File: src/rtl/counter.sv
// Free-running wrapping binary counter, up or down by STEP modulo MODULUS.
// Asynchronous active-low reset loads INIT.
module counter #(
   parameter int     WIDTH   = 8,
   parameter longint INIT    = 0,
   parameter longint MODULUS = longint'(1) << WIDTH,
   parameter longint STEP    = 1,
   parameter bit     DOWN    = 1'b0
) (
   output logic [WIDTH-1:0] value,
   input  logic             clk,
   input  logic             reset
);

   localparam longint FULL = longint'(1) << WIDTH;

   if (WIDTH < 1 || WIDTH > 32) begin : g_bad_width
      $fatal(1, "counter: WIDTH must be 1..32");
   end
   if (MODULUS < 2 || MODULUS > FULL) begin : g_bad_mod
      $fatal(1, "counter: MODULUS must be 2..2**WIDTH");
   end
   if (INIT < 0 || INIT >= MODULUS) begin : g_bad_init
      $fatal(1, "counter: INIT must be 0..MODULUS-1");
   end
   if (STEP < 1 || STEP >= MODULUS) begin : g_bad_step
      $fatal(1, "counter: STEP must be 1..MODULUS-1");
   end

   localparam logic [WIDTH:0]   MODW  = (WIDTH+1)'(MODULUS);
   localparam logic [WIDTH:0]   STEPW = (WIDTH+1)'(STEP);
   localparam logic [WIDTH:0]   LAST  = (WIDTH+1)'(MODULUS - 1);
   localparam logic [WIDTH-1:0] INITW = WIDTH'(INIT);

   logic [WIDTH:0] ext;
   logic [WIDTH:0] sum;
   logic [WIDTH:0] nxt;

   // One spare bit keeps value+STEP and value+MODULUS from overflowing.
   always_comb begin
      ext = {1'b0, value};
      sum = '0;
      nxt = '0;
      if (DOWN) begin
         if (ext >= STEPW) begin
            nxt = ext - STEPW;
         end else begin
            sum = ext + MODW;
            nxt = sum - STEPW;
         end
      end else begin
         sum = ext + STEPW;
         nxt = (sum > LAST) ? sum - MODW : sum;
      end
   end

   always_ff @(posedge clk or negedge reset) begin
      if (!reset) begin
         value <= INITW;
      end else begin
         value <= nxt[WIDTH-1:0];
      end
   end

endmodule

File: config.mk
export PLATFORM = sky130hd
export DESIGN_NAME = counter
export DESIGN_NICKNAME = d
export VERILOG_FILES = /design/src/rtl/counter.sv
export SDC_FILE = /design/constraint.sdc
export NUM_CORES = 1
export LEC_CHECK = 0
export ABC_CLOCK_PERIOD_IN_PS = 1300
export CAP_MARGIN = 20
export CORE_AREA = 2 2 39 41
export CTS_CLUSTER_DIAMETER = 100
export CTS_CLUSTER_SIZE = 40
export DETAILED_ROUTE_END_ITERATION = 10
export DIE_AREA = 0 0 41 43
export SLEW_MARGIN = 25
export SYNTH_ARGS = -nofsm -noshare
export SYNTH_HDL_FRONTEND = slang
export SYNTH_SLANG_ARGS = --single-unit
File: constraint.sdc
create_clock -name clk -period 1.3 [get_ports clk]
set_input_delay 0.325 -clock clk [delete_from_list [all_inputs] [get_ports clk]]
set_output_delay 0.325 -clock clk [all_outputs]
set_load 0.02 [all_outputs]
# Word-level counts from Yosys, hierarchy flattened
# Cells that the tools add are included.
[op_classes]
eq_ne = 0
n_shift = 0
mux = 1
n_mul = 0
bitwise = 0
n_reduce_logical = 0
addsub = 2
n_div = 0
order_cmp = 1
[ops]
columns = ["cell", "count"]
rows = [
  ["adder 8 x 1 -> 9 bit (second input constant)", 1],
  ["> comparator 9 x 8 -> 1 bit (second input constant)", 1],
  ["two-way mux 8 bit", 1],
  ["subtractor 8 x 1 -> 8 bit (second input constant)", 1],
]
[totals]
mem_count = 0
latchBits = 0
mem_bits_ro = 0
output_inout_bits = 8
input_bits = 2
elab_cells = 5
reg_bits = 8
ram_bits = 0

# Depth between registers and ports, before layout
[logic_depth]
ltp_word = 3
depth_mapped = 3
ltp_nobuf = 3

# Worst setup path after synthesis
# No wires, ideal clock.
[synth_timing]
path_kind = "register to register"
start = "register value[0]"
end = "register value[4]"
t_arrival_ns = 0.947
stages_incl_launch_ff = 4
setup_time_ns = 0.130
required_time_ns = 1.170
path_slack_ns = 0.223
period_less_slack_ns = 1.077
n_path_buf = 0
cell_sequence = "dfrtp_1 > ha_1 > nand3_1 > xnor2_1"
[synth_via]
elab_chain_cells = 3
elab_cells_between_ends = 4
cone_classes = "add/sub (2); order compare (1); mux (1)"
[synth_rtl]
columns = ["item", "line_no", "text"]
rows = [
  ["start: declaration", "10", "output logic [WIDTH-1:0] value,"],
  ["start signal: assignment", "61", "value <= nxt[WIDTH-1:0];"],
  ["adder 8 x 1 -> 9 bit (*)", "52", "sum = ext + STEPW;"],
  ["subtractor 8 x 1 -> 8 bit or > comparator 9 x 8 -> 1 bit (tied branches)", "53", "nxt = (sum > LAST) ? sum - MODW : sum;"],
  ["two-way mux 8 bit (*)", "53", ""],
  ["via nxt[4]", "37", "logic [WIDTH:0] nxt;"],
]
# Mark *: on every way through the listed nets, which the timed path passes. The rest lies on a longest branch.

# Worst setup path after layout
[layout_timing]
start = "register value[4]"
end = "output port value[4]"
# No word-level cell between the ends.

==> qor.txt <==
outcome - finished clean
Starting Density - 22.9%
Die Span X - 41 µm
die footprint - 1760 µm²
Critical Path Stages - 1
layout cells sized above 1 - 29.5%
unrepaired setup endpoints after global routing - no
Sequential cell area - 200 µm²
Flop pwr share - 57.1%
drt total wl - 615 µm
I/O pin total - 10
Detail Route Antenna Nets - 0
Clk Latency, worst-skew pair - 250 ps
switching share of power - 18.2%
Reg clk slew, reported paths - 50 ps
CTS tree - built
critical path peak fanout - 2
CP Capture Type - output pin
Hold WS - 353 ps
Core Area - 1380 µm²
fin. max-slew vios - 0
Final Wtd Congestion - 0.670
Remaining DRCs - 0
combinational power share - 1.7%
crit path to - value[4]
Reg with most FFs - value
via-per-instance ratio - 4.17
IR Drop Worst-Case VDD - 369 µV
crit path kind - reg2out
Detailed Routing Iterations Pass 1 - 3
Clk pwr share - 41.2%
worst setup path start - value[4]
min cycle time layout - 1260 ps
WL/cell - 10.3 µm
CTS Hold Buffers Added - 0
Seq/Total Area, Yosys - 63.2%
GR Util All Layers - 8.53%
Post-Syn Area per Cell - 13.2 µm²
Placed Cells incl. Taps - 57
startpoint types - register
footprint of the multi-input gates - 113 µm²
largest net degree at the start of global routing - 9
# rows - 14
Fin. Hold Viols - 0
Port Buffers - 9
Final Net Count - 49
Fillers - 145
Pint - 0.357 mW
Ys Warns - 0
crit path DAT - 930 ps
Fin Setup TNS - 0 ps
reg2reg path depth - 4
most frequent cells in the layout - buf_4, dfrtp_1, clkdlybuf4s15_1
Critical R2R Capture - value[6]
fmax - 0.795 GHz
Crit Reg-Reg Startpoint - value[0]
Syn-to-layout area delta - 59.7%
WP data required - 980 ps
Final Non-Filler Cells - 60
CTS root buffer - clkbuf_4
Critical Path, Cell by Cell - dlygate4sd2_1
first-pass GRT wire length - 986 µm
Reg2Reg Setup Slack - 230 ps
Starting DRT DRC Count - 8
syn_nets - 27
DIE HEIGHT - 43 µm
HP Class - in2async
TritonCTS Buffers - 3
Worst path max stage delay - 370 ps
Largest regs - value: 8 flops
synth unique cells - 11
Buf/Inv on CP - 1
diodes inserted - 0
Largest register FFs - 8
CTS sink count - 8
Max H-tree Level - 1
deepest clock path buffer count - 2
max-cap viol count - 0
Syn Inst Count - 24
Switch Pwr - 0.0796 mW
DR vias - 250
Final Skew - 3.79 ps
Tightest Pin Transition - 358 ps
Critical-path top delay cell - dfrtp_1
Power Density - 864 nW/µm²
Synth Register Bits - 8
Remaining Overflow, GRT - 0
leakage - 0.249 nW
Largest delay share family, worst path - flip-flops
Rel. slew slack - 76.1%
synthesized area - 317 µm²
setup violators final - 0
vias in the first global route - 266
final period utilization - 96.7%
initial antenna violation count - 0
==> layer usage <==
| metal | vias to the layer above | wire (µm) | track usage, % |
|---|---|---|---|
| met4 | 0 | 0 | 6.00 |
| li1 | 118 | - | - |
| met2 | 12 | 288 | 12.5 |
| met3 | 0 | 76 | 3.66 |
| met5 | - | 0 | 0 |
| met1 | 120 | 250 | 9.33 |
==> cell usage after synthesis <==
| cell | instances | area share [%] |
|---|---|---|
| nand3_2 | 1 | 3.2 |
| and3_1 | 1 | 2.0 |
| nor3_2 | 1 | 3.2 |
| dfrtp_1 | 8 | 63 |
| nand2_1 | 2 | 2.4 |
| xnor2_1 | 3 | 8.3 |
| nor2_1 | 1 | 1.2 |
| inv_1 | 1 | 1.2 |
| xor2_1 | 3 | 8.3 |
| ha_1 | 1 | 4.0 |
| nand3_1 | 2 | 3.2 |
==> worst min path at each step <==
stage,slack (ps),endpoint,depth (start not counted)
floorplan,30,value[0],0
global placement,520,value[0],2
detailed placement,530,value[7],2
CTS,360,value[5],1
global route,370,value[3],1
finish,350,value[5],1
==> metrics by stage <==
stage               power [mW]  area [µm²]  setup WS (ps)  utilization (%)
finish                   0.437         505           42.3             36.5
global route             0.460         505           1.49             36.5
CTS                      0.447         499           9.83             36.1
detailed placement       0.261         487           33.0             35.2
global placement         0.261         487           40.2             35.2
floorplan                0.254         317            223                -
==> kinds of logic (layout without fill, tap and decap cells) <==
logic type / Yosys count / in the layout / share of synthesized area [%]
adder cells (fa/ha/maj): 1 / 1 / 3.95
buffers and inverters: 1 / 21 / 1.18
XOR/XNOR: 6 / 6 / 16.6
AND/OR/NAND/NOR: 8 / 8 / 15.0
flip-flops: 8 / 8 / 63.2
==> layout make-up <==
cell class / count / area share [%]
multi-input cells: 15 / 22.3
inverters: 1 / 0.743
well taps: 16 / 3.96
flip-flops and latches: 8 / 39.6
clock buffers: 3 / 4.46
repair buffers: 17 / 29.0
==> what timing repair did <==
item                                    4_1_cts  5_1_grt
gates cloned                                  0        0
endpoints found under the setup margin        8        5
gates resized for setup                       8        5
buffers inserted                              0        0
==> power by group through the flow <==
stage / logic (mW) / clock network [mW] / registers, mW
floorplan: 0.0000000531 / 0 / 0.254
global placement: 0.00745 / 0 / 0.254
detailed placement: 0.00762 / 0 / 0.254
finish: 0.00723 / 0.180 / 0.250
global route: 0.00816 / 0.203 / 0.249
CTS: 0.00765 / 0.190 / 0.249
Power figures use the tool's default switching activity.
